File: src/rtl/aes_req_arbiter_pkg.sv
// Shared types and defaults for the AES request arbiter.
// Optional run timeout is enabled by defining AES_ARB_TIMEOUT_EN.
package aes_arb_pkg;

  localparam int NREQ_DEF      = 4;
  localparam int DW_DEF        = 128;
  localparam int TO_CYCLES_DEF = 31;

  typedef enum logic [1:0] {
    IDLE = 2'd0,
    RUN  = 2'd1,
    RESP = 2'd2
  } arb_state_e;

  // Requester ID width; never narrower than one bit.
  function automatic int id_w(input int n);
    return (n <= 2) ? 1 : $clog2(n);
  endfunction

  function automatic int wrap_add(input int a, input int b, input int n);
    return (a + b) % n;
  endfunction

endpackage

File: src/rtl/aes_req_arbiter_if.sv
// Requester, response and cipher-core boundary signals of the AES arbiter.
// slave = arbiter side, master = requesters/core side.
interface aes_arb_if
  import aes_arb_pkg::*;
#(
  parameter int NREQ = NREQ_DEF,
  parameter int DW   = DW_DEF
);
  localparam int IDW = id_w(NREQ);

  logic [NREQ-1:0]    req_valid;
  logic [NREQ-1:0]    req_ready;
  logic [NREQ-1:0]    req_enc_dec;
  logic [NREQ*DW-1:0] req_data;

  logic               rsp_valid;
  logic               rsp_ready;
  logic [IDW-1:0]     rsp_id;
  logic [DW-1:0]      rsp_data;
  logic               rsp_err;

  logic               key_ready;
  logic               cu_cf;
  logic [DW-1:0]      cu_dout;
  logic               cu_kf;
  logic               cu_enc_dec;
  logic [DW-1:0]      cu_din;
  logic               cu_clr;

  modport slave (
    input  req_valid, req_enc_dec, req_data, rsp_ready, key_ready, cu_cf, cu_dout,
    output req_ready, rsp_valid, rsp_id, rsp_data, rsp_err, cu_kf, cu_enc_dec, cu_din, cu_clr
  );

  modport master (
    output req_valid, req_enc_dec, req_data, rsp_ready, key_ready, cu_cf, cu_dout,
    input  req_ready, rsp_valid, rsp_id, rsp_data, rsp_err, cu_kf, cu_enc_dec, cu_din, cu_clr
  );

endinterface

File: src/rtl/aes_req_arbiter_rr_pick.sv
// Combinational round-robin picker: first valid index at or after ptr_i,
// wrapping modulo NREQ; returns it both one-hot and encoded.
module rr_pick
  import aes_arb_pkg::*;
#(
  parameter  int NREQ = NREQ_DEF,
  localparam int IDW  = id_w(NREQ)
) (
  input  logic [NREQ-1:0] valid_i,
  input  logic [IDW-1:0]  ptr_i,
  output logic [NREQ-1:0] gnt_o,
  output logic [IDW-1:0]  idx_o
);

  logic found;

  always_comb begin
    gnt_o = '0;
    idx_o = '0;
    found = 1'b0;
    for (int k = 0; k < NREQ; k++) begin
      if (!found && valid_i[wrap_add(int'(ptr_i), k, NREQ)]) begin
        found = 1'b1;
        gnt_o[wrap_add(int'(ptr_i), k, NREQ)] = 1'b1;
        idx_o = IDW'(wrap_add(int'(ptr_i), k, NREQ));
      end
    end
  end

endmodule

File: src/rtl/aes_req_arbiter.sv
// Shares one AES core between NREQ requesters, one block in flight at a time.
// Define AES_ARB_TIMEOUT_EN to abort blocks whose core run exceeds TO_CYCLES.
module aes_req_arbiter
  import aes_arb_pkg::*;
#(
  parameter int NREQ      = NREQ_DEF,
  parameter int DW        = DW_DEF,
  parameter int TO_CYCLES = TO_CYCLES_DEF
) (
  input  logic    clk_i,
  input  logic    rst_ni,
  aes_arb_if.slave bus
);

  localparam int IDW = id_w(NREQ);

  arb_state_e     state_q, state_d;
  logic [IDW-1:0] rr_ptr_q, rr_ptr_d;
  logic [IDW-1:0] id_q, id_d;
  logic [DW-1:0]  rsp_data_q, rsp_data_d;
  logic [DW-1:0]  din_q, din_d;
  logic           enc_q, enc_d;
  logic           err_q, err_d;
  logic           clr_q;

  logic [NREQ-1:0] pick_gnt;
  logic [IDW-1:0]  pick_idx;
  logic            grant;
  logic            timeout_hit;

  rr_pick #(.NREQ(NREQ)) u_pick (
    .valid_i (bus.req_valid),
    .ptr_i   (rr_ptr_q),
    .gnt_o   (pick_gnt),
    .idx_o   (pick_idx)
  );

  // No grants while the core is still being cleared out of reset.
  assign grant = (state_q == IDLE) && !clr_q && bus.cu_cf && bus.key_ready && (|bus.req_valid);

`ifdef AES_ARB_TIMEOUT_EN
  localparam int CW = $clog2(TO_CYCLES + 1);
  logic [CW-1:0] to_cnt_q, to_cnt_d;

  always_comb begin
    to_cnt_d = to_cnt_q;
    if (grant) begin
      to_cnt_d = '0;
    end else if (state_q == RUN && !bus.cu_cf) begin
      to_cnt_d = to_cnt_q + 1'b1;
    end
  end

  assign timeout_hit = (state_q == RUN) && !bus.cu_cf && (to_cnt_q == CW'(TO_CYCLES - 1));

  always_ff @(posedge clk_i or negedge rst_ni) begin
    if (!rst_ni) begin
      to_cnt_q <= '0;
    end else begin
      to_cnt_q <= to_cnt_d;
    end
  end
`else
  assign timeout_hit = 1'b0;
`endif

  always_comb begin
    state_d        = state_q;
    rr_ptr_d       = rr_ptr_q;
    id_d           = id_q;
    rsp_data_d     = rsp_data_q;
    err_d          = err_q;
    din_d          = din_q;
    enc_d          = enc_q;
    bus.req_ready  = '0;
    bus.rsp_valid  = 1'b0;
    bus.cu_kf      = 1'b0;
    bus.cu_din     = din_q;
    bus.cu_enc_dec = enc_q;

    case (state_q)
      IDLE: begin
        if (grant) begin
          bus.req_ready  = pick_gnt;
          bus.cu_kf      = 1'b1;
          bus.cu_din     = bus.req_data[int'(pick_idx)*DW +: DW];
          bus.cu_enc_dec = bus.req_enc_dec[pick_idx];
          din_d          = bus.req_data[int'(pick_idx)*DW +: DW];
          enc_d          = bus.req_enc_dec[pick_idx];
          id_d           = pick_idx;
          rr_ptr_d       = (pick_idx == IDW'(NREQ - 1)) ? '0 : pick_idx + 1'b1;
          state_d        = RUN;
        end
      end
      RUN: begin
        // key_ready may drop mid-block; the block still runs to completion.
        bus.cu_kf = bus.key_ready;
        if (bus.cu_cf) begin
          rsp_data_d = bus.cu_dout;
          err_d      = 1'b0;
          state_d    = RESP;
        end else if (timeout_hit) begin
          rsp_data_d = '0;
          err_d      = 1'b1;
          state_d    = RESP;
        end
      end
      RESP: begin
        bus.rsp_valid = 1'b1;
        if (bus.rsp_ready) begin
          state_d = IDLE;
        end
      end
      default: state_d = IDLE;
    endcase
  end

  always_ff @(posedge clk_i or negedge rst_ni) begin
    if (!rst_ni) begin
      state_q    <= IDLE;
      rr_ptr_q   <= '0;
      id_q       <= '0;
      rsp_data_q <= '0;
      err_q      <= 1'b0;
      din_q      <= '0;
      enc_q      <= 1'b0;
      clr_q      <= 1'b1;
    end else begin
      state_q    <= state_d;
      rr_ptr_q   <= rr_ptr_d;
      id_q       <= id_d;
      rsp_data_q <= rsp_data_d;
      err_q      <= err_d;
      din_q      <= din_d;
      enc_q      <= enc_d;
      clr_q      <= 1'b0;
    end
  end

  assign bus.rsp_id   = id_q;
  assign bus.rsp_data = rsp_data_q;
  assign bus.rsp_err  = err_q;
  assign bus.cu_clr   = clr_q | timeout_hit;

endmodule

File: src/flat_wrapper.sv
// flat-port wrapper written by rule: the top's interface ports become plain ports
module aes_req_arbiter_flat import aes_arb_pkg::*;
#(
  parameter int NREQ      = NREQ_DEF,
  parameter int DW        = DW_DEF,
  parameter int TO_CYCLES = TO_CYCLES_DEF
)
  (clk_i, rst_ni, bus_req_valid, bus_req_enc_dec, bus_req_data, bus_rsp_ready, bus_key_ready, bus_cu_cf, bus_cu_dout, bus_req_ready, bus_rsp_valid, bus_rsp_id, bus_rsp_data, bus_rsp_err, bus_cu_kf, bus_cu_enc_dec, bus_cu_din, bus_cu_clr);
  aes_arb_if #(.NREQ(NREQ), .DW(DW)) bus_i ();
  input  logic clk_i;
  input  logic rst_ni;
  input wire logic [$bits(bus_i.req_valid)-1:0] bus_req_valid;
  input wire logic [$bits(bus_i.req_enc_dec)-1:0] bus_req_enc_dec;
  input wire logic [$bits(bus_i.req_data)-1:0] bus_req_data;
  input wire logic [$bits(bus_i.rsp_ready)-1:0] bus_rsp_ready;
  input wire logic [$bits(bus_i.key_ready)-1:0] bus_key_ready;
  input wire logic [$bits(bus_i.cu_cf)-1:0] bus_cu_cf;
  input wire logic [$bits(bus_i.cu_dout)-1:0] bus_cu_dout;
  output wire logic [$bits(bus_i.req_ready)-1:0] bus_req_ready;
  output wire logic [$bits(bus_i.rsp_valid)-1:0] bus_rsp_valid;
  output wire logic [$bits(bus_i.rsp_id)-1:0] bus_rsp_id;
  output wire logic [$bits(bus_i.rsp_data)-1:0] bus_rsp_data;
  output wire logic [$bits(bus_i.rsp_err)-1:0] bus_rsp_err;
  output wire logic [$bits(bus_i.cu_kf)-1:0] bus_cu_kf;
  output wire logic [$bits(bus_i.cu_enc_dec)-1:0] bus_cu_enc_dec;
  output wire logic [$bits(bus_i.cu_din)-1:0] bus_cu_din;
  output wire logic [$bits(bus_i.cu_clr)-1:0] bus_cu_clr;
  assign bus_i.req_valid = bus_req_valid;
  assign bus_i.req_enc_dec = bus_req_enc_dec;
  assign bus_i.req_data = bus_req_data;
  assign bus_i.rsp_ready = bus_rsp_ready;
  assign bus_i.key_ready = bus_key_ready;
  assign bus_i.cu_cf = bus_cu_cf;
  assign bus_i.cu_dout = bus_cu_dout;
  assign bus_req_ready = bus_i.req_ready;
  assign bus_rsp_valid = bus_i.rsp_valid;
  assign bus_rsp_id = bus_i.rsp_id;
  assign bus_rsp_data = bus_i.rsp_data;
  assign bus_rsp_err = bus_i.rsp_err;
  assign bus_cu_kf = bus_i.cu_kf;
  assign bus_cu_enc_dec = bus_i.cu_enc_dec;
  assign bus_cu_din = bus_i.cu_din;
  assign bus_cu_clr = bus_i.cu_clr;
  aes_req_arbiter #(.NREQ(NREQ), .DW(DW), .TO_CYCLES(TO_CYCLES)) u_core (.clk_i(clk_i), .rst_ni(rst_ni), .bus(bus_i));
endmodule
File: config.mk
export PLATFORM = sky130hd
export DESIGN_NAME = aes_req_arbiter_flat
export DESIGN_NICKNAME = d
export VERILOG_FILES = /design/src/rtl/aes_req_arbiter_pkg.sv /design/src/rtl/aes_req_arbiter_if.sv /design/src/rtl/aes_req_arbiter_rr_pick.sv /design/src/rtl/aes_req_arbiter.sv /design/src/flat_wrapper.sv
export SDC_FILE = /design/constraint.sdc
export NUM_CORES = 1
export LEC_CHECK = 0
export CELL_PAD_IN_SITES_DETAIL_PLACEMENT = 0
export CELL_PAD_IN_SITES_GLOBAL_PLACEMENT = 2
export CORE_AREA = 2 2 361 363
export CTS_CLUSTER_DIAMETER = 40
export CTS_CLUSTER_SIZE = 28
export DETAILED_ROUTE_END_ITERATION = 8
export DIE_AREA = 0 0 363 365
export PLACE_DENSITY = 0.46
export REMOVE_ABC_BUFFERS = 1
export SETUP_SLACK_MARGIN = 0.5
export SLEW_MARGIN = 10
export SYNTH_ARGS = -nofsm -noshare
export SYNTH_HDL_FRONTEND = slang
export SYNTH_SLANG_ARGS = --single-unit
File: constraint.sdc
create_clock -name clk_i -period 10.9 [get_ports clk_i]
set_clock_uncertainty 0.15 [all_clocks]
set_input_delay 2.18 -clock clk_i [delete_from_list [all_inputs] [get_ports clk_i]]
set_output_delay 2.18 -clock clk_i [all_outputs]
set_load 0.05 [all_outputs]
## Word-level counts from Yosys, hierarchy flattened

Cells that the tools add are included.

| word-level totals | value |
|---|---|
| flip-flop bits (word level) | 264 |
| bits of input ports | 653 |
| output and inout port bits | 267 |
| logic and storage cells | 102 |

| cells by class | value |
|---|---|
| add/sub/neg operators | 4 |
| order comparisons | 9 |
| equal/unequal tests | 6 |
| shift-type cells | 1 |
| mux-type cells | 46 |
| bitwise operators | 6 |
| reductions and logical operators | 23 |

Operators with widths:

| kind | count |
|---|---|
| indexed part select 512 x 10 -> 128 bit | 1 |
| two-way mux 128 bit | 2 |
| two-way mux 4 bit | 6 |
| two-way mux 1 bit | 19 |
| two-way mux 2 bit | 8 |
| less-than comparator 3 x 4 -> 1 bit (second input constant) | 3 |
| bitwise OR 4 bit | 3 |
| logical AND 1 bit | 11 |
| binary-select mux 1 bit (select 2 bit) | 5 |
| >= comparator 3 x 1 -> 1 bit (second input constant) | 3 |
| demux 1 bit (select 2 bit) | 4 |
| less-than comparator 2 x 3 -> 1 bit (second input constant) | 2 |
| one-hot mux 2 bit (3 select lines) | 1 |
| OR reduction 2 bit | 3 |
| adder 2 x 1 -> 2 bit (second input constant) | 2 |
| adder 2 bit (second input constant) | 2 |
| equality test 2 bit (second input constant) | 2 |
| logical NOT 1 bit | 4 |
| != test 2 bit (second input constant) | 2 |
| AND reduction 2 bit | 2 |
| OR reduction 4 bit | 1 |
| AND 1 bit (first input constant) | 3 |
| AND reduction 3 bit | 1 |
| equality test 2 x 1 -> 1 bit (second input constant) | 1 |
| 4 further kinds | 4 |

## Logic depth before layout (Yosys ltp)

Gate-level depths: netlist of run 1.

| logic depth | value |
|---|---|
| word-level depth | 18 |
| depth in mapped cells | 12 |
| depth with buffers taken out | 8 |

## By module

Synthesis of run 1 repeated with hierarchy kept, for this count alone.

| second synthesis, totals | value |
|---|---|
| cells, all modules | 778 |
| area, all modules | 13416.6 um^2 |

Modules (own cells, without submodules):

| module | instances | cells an instance | area an instance (um^2) | sequential area each (um^2) |
|---|---|---|---|---|
| aes_req_arbiter | 1 | 730 | 12977.4 | 6607.6 |
| rr_pick | 1 | 48 | 439.2 | 0.0 |

## Worst setup path after synthesis of run 1

No wires, ideal clock.

| timing | value |
|---|---|
| path type | input port to output port |
| start point | input bus_req_valid[1] |
| end point | output bus_cu_din[79] |
| arrival time | 4.897 ns |
| required time | 8.570 ns |
| setup slack | 3.673 ns |
| stages | 8 |
| buffers on the path | 3 |
| cell sequence | clkbuf_1 -> mux4_2 -> nor4_4 -> a2bb2oi_4 -> nand2_2 -> buf_2 -> buf_2 -> o221ai_1 |

| on the way | value |
|---|---|
| cells in the longest elaborated chain, start to end | 15 |
| elaborated cells between the ends (all ways) | 29 |
| classes of those cells | shift: 1; mux: 20; reduce/logical: 8 |

RTL lines:

| what | line | source |
|---|---|---|
| from (decl) | flat_wrapper.sv:12 | `input wire logic [$bits(bus_i.req_valid)-1:0] bus_req_valid;` |
| binary-select mux 1 bit (select 2 bit) | aes_req_arbiter_rr_pick.sv:22 | `if (!found && valid_i[wrap_add(int'(ptr_i), k, NREQ)]) begin` |
| two-way mux 1 bit (implied by the code) | aes_req_arbiter_rr_pick.sv:22 |  |
| two-way mux 1 bit | aes_req_arbiter_rr_pick.sv:22 |  |
| logical NOT 1 bit | aes_req_arbiter_rr_pick.sv:22 |  |
| logical AND 1 bit | aes_req_arbiter_rr_pick.sv:22 |  |
| two-way mux 1 bit | aes_req_arbiter_rr_pick.sv:22 |  |
| logical NOT 1 bit | aes_req_arbiter_rr_pick.sv:22 |  |
| logical AND 1 bit | aes_req_arbiter_rr_pick.sv:22 |  |
| two-way mux 1 bit | aes_req_arbiter_rr_pick.sv:22 |  |
| logical NOT 1 bit | aes_req_arbiter_rr_pick.sv:22 |  |
| logical AND 1 bit | aes_req_arbiter_rr_pick.sv:22 |  |
| two-way mux 2 bit | aes_req_arbiter_rr_pick.sv:22 |  |
| indexed part select 512 x 10 -> 128 bit | aes_req_arbiter.sv:86 | `bus.cu_din = bus.req_data[int'(pick_idx)*DW +: DW];` |
| two-way mux 128 bit * | aes_req_arbiter.sv:83 | `if (grant) begin` |
| two-way mux 128 bit * | -- |  |
| to (decl) | flat_wrapper.sv:26 | `output wire logic [$bits(bus_i.cu_din)-1:0] bus_cu_din;` |

Mark *: on every way between the ends. The rest lies on a longest branch, timed or not. The select of a mux whose other input is x is not followed.

## Final worst setup path of run 1

| timing | value |
|---|---|
| start point | input bus_req_valid[0] |
| end point | output bus_cu_din[97] |

Same word-level chain as after synthesis.

==> results.sh, run 1 <==
export IMPL_wl_per_cell_um=27.3
export IMPL_cts_buffer_depth=3
export IMPL_leakage_nw=11.6
export IMPL_cts_num_sinks=264
export IMPL_synth_cell_types=44
export IMPL_synth_cells=1290
export IMPL_place_area_mm2=0.0253
export IMPL_ant_nets=0
export IMPL_slew_headroom=0.225
export IMPL_hold_class="reg -> reg"
export IMPL_worstSetupStartpointType="input port"
export IMPL_maxCapViolCount=0
export IMPL_syn_area_mm2=0.0145
export IMPL_final_cell_mix="clkdlybuf4s50_1 (917), dfrtp_1 (262), nand2_1 (253)"
export IMPL_io_buffers=918
export IMPL_grt_pass1_vias=16100
export IMPL_totalWireLength_mm=108
export IMPL_dr_total_vias=15300
export IMPL_postCtsSetupRepairBufs=0
export IMPL_num_rows=132
export IMPL_postSynth_asyncResetShare=1.00
export IMPL_period_share=0.846
export IMPL_power_frac_seq=0.167
export IMPL_p_clk_frac=0.255
export IMPL_drive_above_1_share=0.143
export IMPL_cp_end_kind="output port"
export IMPL_switching_share=0.479
export IMPL_insertion_delay_ps=650
export IMPL_grt_start_max_net_pins=124
export IMPL_whs_ps=328
export IMPL_powerDensity_mw_per_mm2=348
export IMPL_yosysWarnings=0
export IMPL_final_area_mm2=0.0282
export IMPL_cts_tree="yes"
export IMPL_seq_area_mm2=0.00661
export IMPL_synth_compound_area_share=0.159
export IMPL_rsz0062_at_grt="false"
export IMPL_internal_power_mw=5.11
export IMPL_syn_avg_cell_area_um2=11.2
export IMPL_dp_cells=3782
export IMPL_synth_ff_type="dfrtp_1"
export IMPL_synth_mux_area_frac=0.246
export IMPL_fp_dieW_um=363
export IMPL_grt_pass1_wl_mm=142
export IMPL_routabilityCongestion=0.839
export IMPL_worst_ep_required_time_ps=8570
export IMPL_cts_resized=0
export IMPL_final_cells=3942
export IMPL_fillers=13900
export IMPL_ys_seq_area_frac=0.456
export IMPL_multi_input_comb_area_mm2=0.00717
export IMPL_antenna_found_initial=75
export IMPL_crit_type="in -> out"
export IMPL_combinationalPowerShare=0.578
export IMPL_clock_root_buffer="clkbuf_16"
export IMPL_fin_nets=2852
export IMPL_p_switching_mw=4.71
export IMPL_crit_fanout=88
export IMPL_start_util=0.113
export IMPL_rr_startpoint="u_core.rr_ptr_q[0]$_DFFE_PN0P_"
export IMPL_ios=920
export IMPL_fin_crit_ps=9220
export IMPL_clk_pin_slew_ps=40
export IMPL_slew_viol_final=0
export IMPL_crit_path_start="bus_req_valid[0]"
export IMPL_ys_ff_latch=264
export IMPL_worstHoldStart="u_core.din_q[106]$_DFF_PN0_"
export IMPL_status="finished, final reports clean"
export IMPL_gr_total_overflow=0
export IMPL_worst_path_largest_cell_delay_ps=960
export IMPL_synth_top_family_by_area="multiplexers"
export IMPL_core_mm2=0.129
export IMPL_cts_buffers=82
export IMPL_syn_to_final_growth_pct=94.9
export IMPL_drc=0
export IMPL_cts_htree_levels=3
export IMPL_worst_pin_slew_ps=1160
export IMPL_vdd_drop_max_uv=296
export IMPL_synth_edff_count=0
export IMPL_hold_viol=0
export IMPL_die_h_um=365
export IMPL_cp_arrival_ps=6890
export IMPL_crit_slowest_cell="clkdlybuf4s50_1"
export IMPL_dr_pass1_iters=5
export IMPL_synth_xor_area_frac=0.000604
export IMPL_dp_hpwl_mm=85.9
export IMPL_crit_chain="clkdlybuf4s50_1 > mux2i_1 > mux2i_1 > nor3b_1 > a2bb2oi_4 > nand2_8 > buf_4 > o221ai_1 > clkdlybuf4s50_1"
export IMPL_die_area_mm2=0.132
export IMPL_grt_usage=0.156
export IMPL_max_freq_ghz=0.108
export IMPL_final_common_cell="clkdlybuf4s50_1"
export IMPL_drt_iter0_markers=722
export IMPL_yosys_area_share_simple=0.0784
export IMPL_holdBufCountCts=0
export IMPL_setup_viol=0
export IMPL_synth_fa_ha_area_frac=0.00691
export IMPL_post_drt_via_cell_ratio=3.89
[synthesized netlist by cell type (all sizes together) (2+ instances only)]
cell / number / area share
mux2i: 205 / 0.14
nor2: 13 / 0.0034
nor3: 2 / 0.00069
o22ai: 59 / 0.025
clkbuf: 63 / 0.017
nand2: 256 / 0.066
dfrtp: 263 / 0.45
nor2b: 2 / 0.0014
buf: 62 / 0.036
o21ai: 5 / 0.0017
or2: 2 / 0.00086
nor4: 3 / 0.0023
a221oi: 4 / 0.0024
mux2: 130 / 0.10
nand2b: 4 / 0.0017
ha: 8 / 0.0069
a22oi: 5 / 0.0029
a311o: 59 / 0.041
o221ai: 129 / 0.081
inv: 3 / 0.00078
mux4: 2 / 0.0031
[cells by family (layout without fill, tap and decap cells)]
family          count (synthesis)  in the layout
compound gates                266            266
buf+inv                       128           1093
mux                           337            337
xor+xnor                        1              1
flops                         264            264
fa+ha+maj                       8              8
other cells                     1             13
simple gates                  285            285
[registers in the layout, indices dropped and copies added, names as in the netlist]
signal and count:
u_core.bus.cu_clr 1, u_core.rr_ptr_q 2, u_core.bus.rsp_id 2, u_core.enc_q 1
u_core.state_q 2, u_core.bus.rsp_data 128, u_core.din_q 128
[power groups by stage]
stage               registers (mW)  clock network (mW)  logic [mW]
floorplan                     2.35                   0        2.98
global placement              1.64                   0        5.74
detailed placement            1.65                   0        5.75
CTS                           1.64                2.58        5.77
global route                  1.69                2.63        5.95
finish                        1.64                2.50        5.68
[worst max-delay path, delay by kind of cell]
family / cells / cell delay [ps]
buf+inv: 3 / 2160
mux: 2 / 1020
simple gates: 2 / 650
compound gates: 2 / 650
[metal layers]
layer  vias to the layer above  part of all wire  track usage
met3                       253              0.11       0.0779
met2                       771              0.48        0.267
met5                         -            0.0043            0
met4                        78             0.036       0.0534
li1                       6758                 -            -
met1                      7477              0.37        0.166
[layout make-up]
type | count | area share
well taps | 1675 | 0.0742
inverters | 3 | 0.000399
repair buffers | 941 | 0.333
diodes | 11 | 0.000975
multi-input cells | 899 | 0.254
clock buffers | 107 | 0.0827
flip-flops and latches | 264 | 0.234
clock inverters | 42 | 0.0205
[path summary, 6_finish.rpt]
| kind | end | slack [ps] | depth (start not counted) |
|---|---|---|---|
| min in group asynchronous | u_core.bus.rsp_data[65]$_DFFE_PN0P_ | 1460 | 1 |
| max reg2reg | u_core.din_q[105]$_DFF_PN0_ | 6130 | 8 |
| min | u_core.din_q[106]$_DFF_PN0_ | 330 | 2 |
| min reg2reg | u_core.din_q[106]$_DFF_PN0_ | 330 | 2 |
| max | bus_cu_din[97] | 1680 | 9 |
| max in group asynchronous | u_core.rr_ptr_q[0]$_DFFE_PN0P_ | 7520 | 2 |
[per-stage QoR]
stage / setup slack [ps] / util / power [mW] / TNS (ps)
finish: 1680 / 0.220 / 9.82 / 0
CTS: 1640 / 0.219 / 9.99 / 0
floorplan: -1550 / - / 5.34 / -199320
detailed placement: 1660 / 0.197 / 7.40 / 0
global placement: 1700 / 0.197 / 7.38 / 0
global route: 1370 / 0.219 / 10.3 / 0
Note: power is estimated with default switching activity, not from simulation.
==> run 2: changes to the inputs <==
--- a/config.mk
+++ b/config.mk
@@ -7,12 +7,12 @@
 export LEC_CHECK = 0
 export CELL_PAD_IN_SITES_DETAIL_PLACEMENT = 0
 export CELL_PAD_IN_SITES_GLOBAL_PLACEMENT = 2
-export CORE_AREA = 2 2 361 363
+export CORE_AREA = 2 2 357 359
 export CTS_CLUSTER_DIAMETER = 40
 export CTS_CLUSTER_SIZE = 28
 export DETAILED_ROUTE_END_ITERATION = 8
-export DIE_AREA = 0 0 363 365
-export PLACE_DENSITY = 0.46
+export DIE_AREA = 0 0 359 361
+export PLACE_DENSITY = 0.47
 export REMOVE_ABC_BUFFERS = 1
 export SETUP_SLACK_MARGIN = 0.5
 export SLEW_MARGIN = 10
==> constraint.sdc (replaced) <==
create_clock -name clk_i -period 9.3 [get_ports clk_i]
set_clock_uncertainty 0.15 [all_clocks]
set_input_delay 1.86 -clock clk_i [delete_from_list [all_inputs] [get_ports clk_i]]
set_output_delay 1.86 -clock clk_i [all_outputs]
set_load 0.05 [all_outputs]
==> results.sh, run 2 (synthesis results as in run 1) <==
export IMPL_status="finished, final reports clean"
export IMPL_holdPathStages=2
export IMPL_slew_viol_final=0
export IMPL_cts_buffers=85
export IMPL_grt_usage=0.154
export IMPL_cts_resized=0
export IMPL_worst_ep_required_time_ps=7290
export IMPL_cp_end_kind="output port"
export IMPL_use_met3=0.0770
export IMPL_die_area_mm2=0.130
export IMPL_fin_nets=2863
export IMPL_clk_pin_slew_ps=40
export IMPL_totalWireLength_mm=103
export IMPL_r2r_slack_ps=4680
export IMPL_insertion_delay_ps=640
export IMPL_final_util=0.226
export IMPL_holdBufCountCts=0
export IMPL_wl_per_cell_um=26.3
export IMPL_switching_share=0.473
export IMPL_p_clk_frac=0.254
export IMPL_cp_arrival_ps=6420
export IMPL_die_h_um=361
export IMPL_power_frac_seq=0.165
export IMPL_dp_hpwl_mm=81.3
export IMPL_grt_start_max_net_pins=131
export IMPL_rsz0062_at_grt="false"
export IMPL_syn_to_final_growth_pct=95.9
export IMPL_post_drt_via_cell_ratio=3.91
export IMPL_ant_nets=0
export IMPL_cts_tree="yes"
export IMPL_drt_iter0_markers=661
export IMPL_start_util=0.116
export IMPL_crit_slowest_cell="mux2i_1"
export IMPL_crit_chain="clkdlybuf4s50_1 > mux2i_1 > mux2i_1 > or2_2 > a21boi_4 > buf_12 > buf_12 > mux2i_1 > o221ai_1 > clkdlybuf4s50_1"
export IMPL_grt_pass1_wl_mm=139
export IMPL_power_mw=11.5
export IMPL_ios=920
export IMPL_crit_type="in -> out"
export IMPL_tns_ps=0
export IMPL_clock_root_buffer="clkbuf_16"
export IMPL_reg2regPathDepth=11
export IMPL_fp_dieW_um=359
export IMPL_hold_class="reg -> reg"
export IMPL_timing_rr_end="u_core.din_q[59]$_DFF_PN0_"
export IMPL_worst_path_largest_cell_delay_ps=920
export IMPL_rr_startpoint="u_core.rr_ptr_q[0]$_DFFE_PN0P_"
export IMPL_drive_above_1_share=0.155
export IMPL_gr_max_usage_layer="met2"
export IMPL_dr_pass1_iters=5
export IMPL_routabilityCongestion=0.878
export IMPL_max_freq_ghz=0.119
export IMPL_powerDensity_mw_per_mm2=403
export IMPL_internal_power_mw=6.03
export IMPL_cts_htree_levels=3
export IMPL_met1_usage=0.168
export IMPL_use_met2=0.256
export IMPL_dr_total_vias=15400
export IMPL_setup_viol=0
export IMPL_p_switching_mw=5.42
export IMPL_final_common_cell="clkdlybuf4s50_1"
export IMPL_crit_top_cell="mux2i_1"
export IMPL_hold_viol=0
export IMPL_whs_ps=323
export IMPL_crit_fanout=64
export IMPL_cts_num_sinks=264
export IMPL_antenna_found_initial=68
export IMPL_drc=0
export IMPL_postCtsSetupRepairBufs=0
export IMPL_grt_pass1_vias=16500
export IMPL_core_mm2=0.125
export IMPL_worst_pin_slew_ps=1140
export IMPL_maxCapViolCount=0
export IMPL_leakage_nw=11.7
export IMPL_combinationalPowerShare=0.580
export IMPL_worstSetupStartpointType="input port"
export IMPL_cts_buffer_depth=3
export IMPL_fin_crit_ps=8430
export IMPL_vdd_drop_max_uv=222
export IMPL_worstHoldStart="u_core.din_q[80]$_DFF_PN0_"
export IMPL_hold_end="u_core.din_q[80]$_DFF_PN0_"
export IMPL_final_cell_mix="clkdlybuf4s50_1 (889), dfrtp_1 (262), nand2_1 (253)"
export IMPL_gr_total_overflow=0
export IMPL_num_rows=130
export IMPL_io_buffers=918
export IMPL_slew_headroom=0.216
export IMPL_period_share=0.907
## run 2: changes by cell type in the layout (fill, tap and decap cells not counted), moves of 2 or more
| cell | delta |
|---|---|
| clkdlybuf4s50_1 | -28 |
| buf_4 | +22 |
| buf_12 | +14 |
| clkbuf_1 | +10 |
| clkinv_2 | -7 |
| clkbuf_8 | +5 |
| bufinv_16 | -4 |
| clkbuf_16 | +4 |
| diode_2 | +3 |
| clkinv_4 | -2 |
## run 2: worst max-delay path, delay by kind of cell
family	cells	cell delay, ps
AOI/OAI and AO/OA	2	510
buffers and inverters	4	2000
muxes	3	1300
and+or+nand+nor	1	540
## run 2: cell type report
cell class | count | area, um2
multi-input cells | 899 | 7160
inverters | 3 | 11.3
well taps | 1650 | 2060
diodes | 14 | 35.0
clock buffers | 126 | 2540
clock inverters | 27 | 380
fillers | 13400 | 97000
flip-flops and latches | 264 | 6610
repair buffers | 949 | 9580
## run 2: worst max-delay path by stage
stage | cells after the start | slack (ps) | endpoint | start
after floorplan | 8 | -2830 | bus_cu_din[0] | u_core.rr_ptr_q[0]$_DFFE_PN0P_
after global placement | 10 | 1140 | bus_cu_din[95] | bus_req_valid[0]
after detailed placement | 10 | 990 | bus_cu_din[95] | bus_req_valid[0]
after CTS | 10 | 980 | bus_cu_din[95] | bus_req_valid[0]
after global routing | 10 | 720 | bus_cu_din[95] | bus_req_valid[0]
final | 10 | 870 | bus_cu_din[95] | bus_req_valid[0]
## run 2: metrics by stage
stage	setup slack [ps]	cells	instance area, um2
floorplan	-2830	1166	13700
global route	722	3928	28400
global placement	1140	3765	25400
detailed placement	988	3765	25400
CTS	975	3918	28400
finish	865	3932	28400
## run 2: power by group through the flow
stage / registers (mW) / clock network, mW / logic (mW)
2_1_floorplan: 2.76 / 0 / 3.50
3_3_place_gp: 1.90 / 0 / 6.68
3_5_place_dp: 1.91 / 0 / 6.73
4_1_cts: 1.90 / 3.01 / 6.75
5_1_grt: 1.96 / 3.07 / 6.97
6_report: 1.89 / 2.91 / 6.64
## run 2: metal layers
metal	vias to the layer above	share of wire
li1	6796	-
met1	7505	0.38
met2	780	0.48
met3	228	0.099
met4	68	0.037
met5	-	0.0043
==> run 3: changes to the inputs <==
--- a/config.mk
+++ b/config.mk
@@ -7,15 +7,16 @@
 export LEC_CHECK = 0
 export CELL_PAD_IN_SITES_DETAIL_PLACEMENT = 0
 export CELL_PAD_IN_SITES_GLOBAL_PLACEMENT = 2
-export CORE_AREA = 2 2 357 359
+export CORE_AREA = 2 2 356 358
 export CTS_CLUSTER_DIAMETER = 40
 export CTS_CLUSTER_SIZE = 28
 export DETAILED_ROUTE_END_ITERATION = 8
-export DIE_AREA = 0 0 359 361
-export PLACE_DENSITY = 0.47
+export DIE_AREA = 0 0 358 360
+export PLACE_DENSITY = 0.43
 export REMOVE_ABC_BUFFERS = 1
 export SETUP_SLACK_MARGIN = 0.5
 export SLEW_MARGIN = 10
 export SYNTH_ARGS = -nofsm -noshare
 export SYNTH_HDL_FRONTEND = slang
+export SYNTH_HIERARCHICAL = 1
 export SYNTH_SLANG_ARGS = --single-unit
==> results.sh, run 3 <==
export IMPL_synthTopCellsByCount="dfrtp_1 (263), mux2_2 (250), mux4_2 (133), buf_6 (21), buf_2 (20)"
export IMPL_cp_end_kind="output port"
export IMPL_crit_fanout=48
export IMPL_grt_pass1_wl_mm=118
export IMPL_pre_cts_slack_ps=1380
export IMPL_insertion_delay_ps=640
export IMPL_rr_startpoint="u_core/rr_ptr_q[0]$_DFFE_PN0P_"
export IMPL_core_mm2=0.125
export IMPL_syn_to_final_growth_pct=105
export IMPL_synth_cell_types=35
export IMPL_power_mw=11.7
export IMPL_worst_pin_slew_ps=1040
export IMPL_crit_type="in -> out"
export IMPL_slew_headroom=0.305
export IMPL_internal_power_mw=6.60
export IMPL_yosysWarnings=6
export IMPL_setup_viol=0
export IMPL_vdd_drop_max_uv=205
export IMPL_totalWireLength_mm=89.4
export IMPL_final_cells=3478
export IMPL_leakage_nw=10.4
export IMPL_syn_area_mm2=0.0134
export IMPL_post_drt_via_cell_ratio=3.40
export IMPL_powerDensity_mw_per_mm2=424
export IMPL_drt_iter0_markers=395
export IMPL_clock_root_buffer="clkbuf_16"
export IMPL_die_h_um=360
export IMPL_ys_ff_latch=264
export IMPL_wirelength_met1_mm=32.3
export IMPL_yosys_top_cells_area="dfrtp_1 (49%), mux4_2 (22%), mux2_2 (21%), buf_6 (1.8%), mux2_1 (1.0%)"
export IMPL_antenna_found_initial=68
export IMPL_worstSetupStartpointType="input port"
export IMPL_dr_pass1_iters=4
export IMPL_synth_cells=778
export IMPL_highest_layer="met5"
export IMPL_wl_met3_mm=10.6
export IMPL_slew_viol_final=0
export IMPL_tns_ps=0
export IMPL_final_cell_mix="clkdlybuf4s50_1 (900), dfrtp_1 (263), mux2_2 (250)"
export IMPL_routabilityCongestion=0.796
export IMPL_postSynth_asyncResetShare=1.00
export IMPL_cts_resized=0
export IMPL_met2WireLength_mm=44.1
export IMPL_crit_path_start="bus_req_valid[3]"
export IMPL_fp_dieW_um=358
export IMPL_max_freq_ghz=0.126
export IMPL_rsz0062_at_grt="false"
export IMPL_dp_cells=3303
export IMPL_grt_start_max_net_pins=113
export IMPL_status="finished, final reports clean"
export IMPL_ios=920
export IMPL_synth_top_area_frac=0.491
export IMPL_postCtsSetupRepairBufs=0
export IMPL_fillers=13200
export IMPL_cts_buffer_depth=3
export IMPL_start_util=0.107
export IMPL_num_rows=130
export IMPL_clk_pin_slew_ps=30
export IMPL_synth_edff_count=0
export IMPL_io_buffers=918
export IMPL_cts_num_sinks=264
export IMPL_worst_ep_required_time_ps=7290
export IMPL_p_switching_mw=5.07
export IMPL_drc=0
export IMPL_hold_viol=0
export IMPL_maxCapViolCount=0
export IMPL_wl_per_cell_um=25.7
export IMPL_dp_hpwl_mm=73.6
export IMPL_syn_avg_cell_area_um2=17.2
export IMPL_grt_usage=0.135
export IMPL_holdBufCountCts=0
export IMPL_timing_final_ws_setup_ps=1390
export IMPL_cts_tree="yes"
export IMPL_cts_htree_levels=3
export IMPL_yosysMostFrequentCell="dfrtp_1"
export IMPL_power_frac_seq=0.163
export IMPL_die_area_mm2=0.129
export IMPL_switching_share=0.434
export IMPL_p_clk_frac=0.255
export IMPL_period_share=0.850
export IMPL_synth_ff_type="dfrtp_1"
export IMPL_combinationalPowerShare=0.583
export IMPL_ant_nets=0
export IMPL_worstHoldStart="u_core/bus.rsp_id[1]$_DFFE_PN0P_"
export IMPL_hold_class="reg -> reg"
export IMPL_final_common_cell="clkdlybuf4s50_1"
export IMPL_drive_above_1_share=0.316
export IMPL_ys_seq_area_frac=0.492
export IMPL_fin_crit_ps=7910
export IMPL_final_util=0.220
export IMPL_grt_pass1_vias=13400
export IMPL_cts_buffers=88
export IMPL_fin_nets=2402
export IMPL_synth_area_leader_cell="dfrtp_1"
export IMPL_dr_total_vias=11800
export IMPL_gr_total_overflow=0
export IMPL_cp_arrival_ps=5900
[run 3: cell types whose count changed after synthesis, sizes merged, moves of 8 or more]
cell / change
nor2: -8
buf: -17
nand2: -251
clkbuf: -47
o221ai: -129
a311o: -59
o22ai: -59
mux2: +132
mux4: +131
mux2i: -204
[run 3: per-stage QoR]
stage	instance area (um2)	hold slack (ps)
3_3_place_gp	24500	320
4_1_cts	27500	334
5_1_grt	27500	339
2_1_floorplan	13000	356
3_5_place_dp	24500	321
6_report	27500	331
[run 3: worst max-delay path, cell delays in order]
cell	delay, ps
clkdlybuf4s50_1	550
mux4_2	650
nor2b_4	230
o21ai_1	120
o31ai_4	120
buf_12	230
buf_12	320
mux4_2	560
mux2_1	330
clkdlybuf4s50_1	730
[run 3: worst paths after layout]
check	to	slack, ps	cells after the start
worst max register to register	u_core/din_q[88]$_DFF_PN0_	5020	10
worst max-delay path	bus_cu_din[37]	1390	10
worst min register to register	u_core/bus.rsp_id[1]$_DFFE_PN0P_	330	1
worst min-delay path	u_core/bus.rsp_id[1]$_DFFE_PN0P_	330	1
max in group asynchronous	u_core/bus.rsp_data[26]$_DFFE_PN0P_	6370	2
min in group asynchronous	u_core/din_q[47]$_DFF_PN0_	1040	1
[run 3: cell type report]
type	instances	area, um2	share of cell area
antenna	22	55.1	0.00200
clock buffer	127	2640	0.0959
clock inverter	26	342	0.0124
inverter	5	18.8	0.000682
multi-input combinational	449	6420	0.233
sequential	264	6610	0.240
tap	1650	2060	0.0750
timing repair buffer	935	9380	0.341
[run 3: power groups by stage]
| stage | Combinational [mW] | Clock (mW) | Sequential (mW) |
|---|---|---|---|
| 6_report | 6.80 | 2.97 | 1.90 |
| 3_3_place_gp | 6.89 | 0 | 1.91 |
| 4_1_cts | 6.92 | 3.06 | 1.91 |
| 5_1_grt | 7.11 | 3.13 | 1.97 |
| 2_1_floorplan | 4.38 | 0 | 2.74 |
| 3_5_place_dp | 6.90 | 0 | 1.92 |
[run 3: per-layer routing]
layer / global-route usage / vias up
met5: 0 / -
met4: 0.0455 / 44
met3: 0.0708 / 173
met2: 0.228 / 656
met1: 0.142 / 5885
li1: - / 5050
[run 3: cell families (layout without fill, tap and decap cells)]
| kind of cell | Yosys count | in the layout | synth area share |
|---|---|---|---|
| buffers and inverters | 66 | 1093 | 0.0333 |
| multiplexers | 396 | 396 | 0.444 |
| adder cells (fa/ha/maj) | 6 | 6 | 0.00560 |
| other | 1 | 24 | 0.000280 |
| AO/OA/AOI/OAI | 17 | 17 | 0.0109 |
| AND/OR/NAND/NOR | 28 | 28 | 0.0135 |
| flip-flops | 264 | 264 | 0.492 |
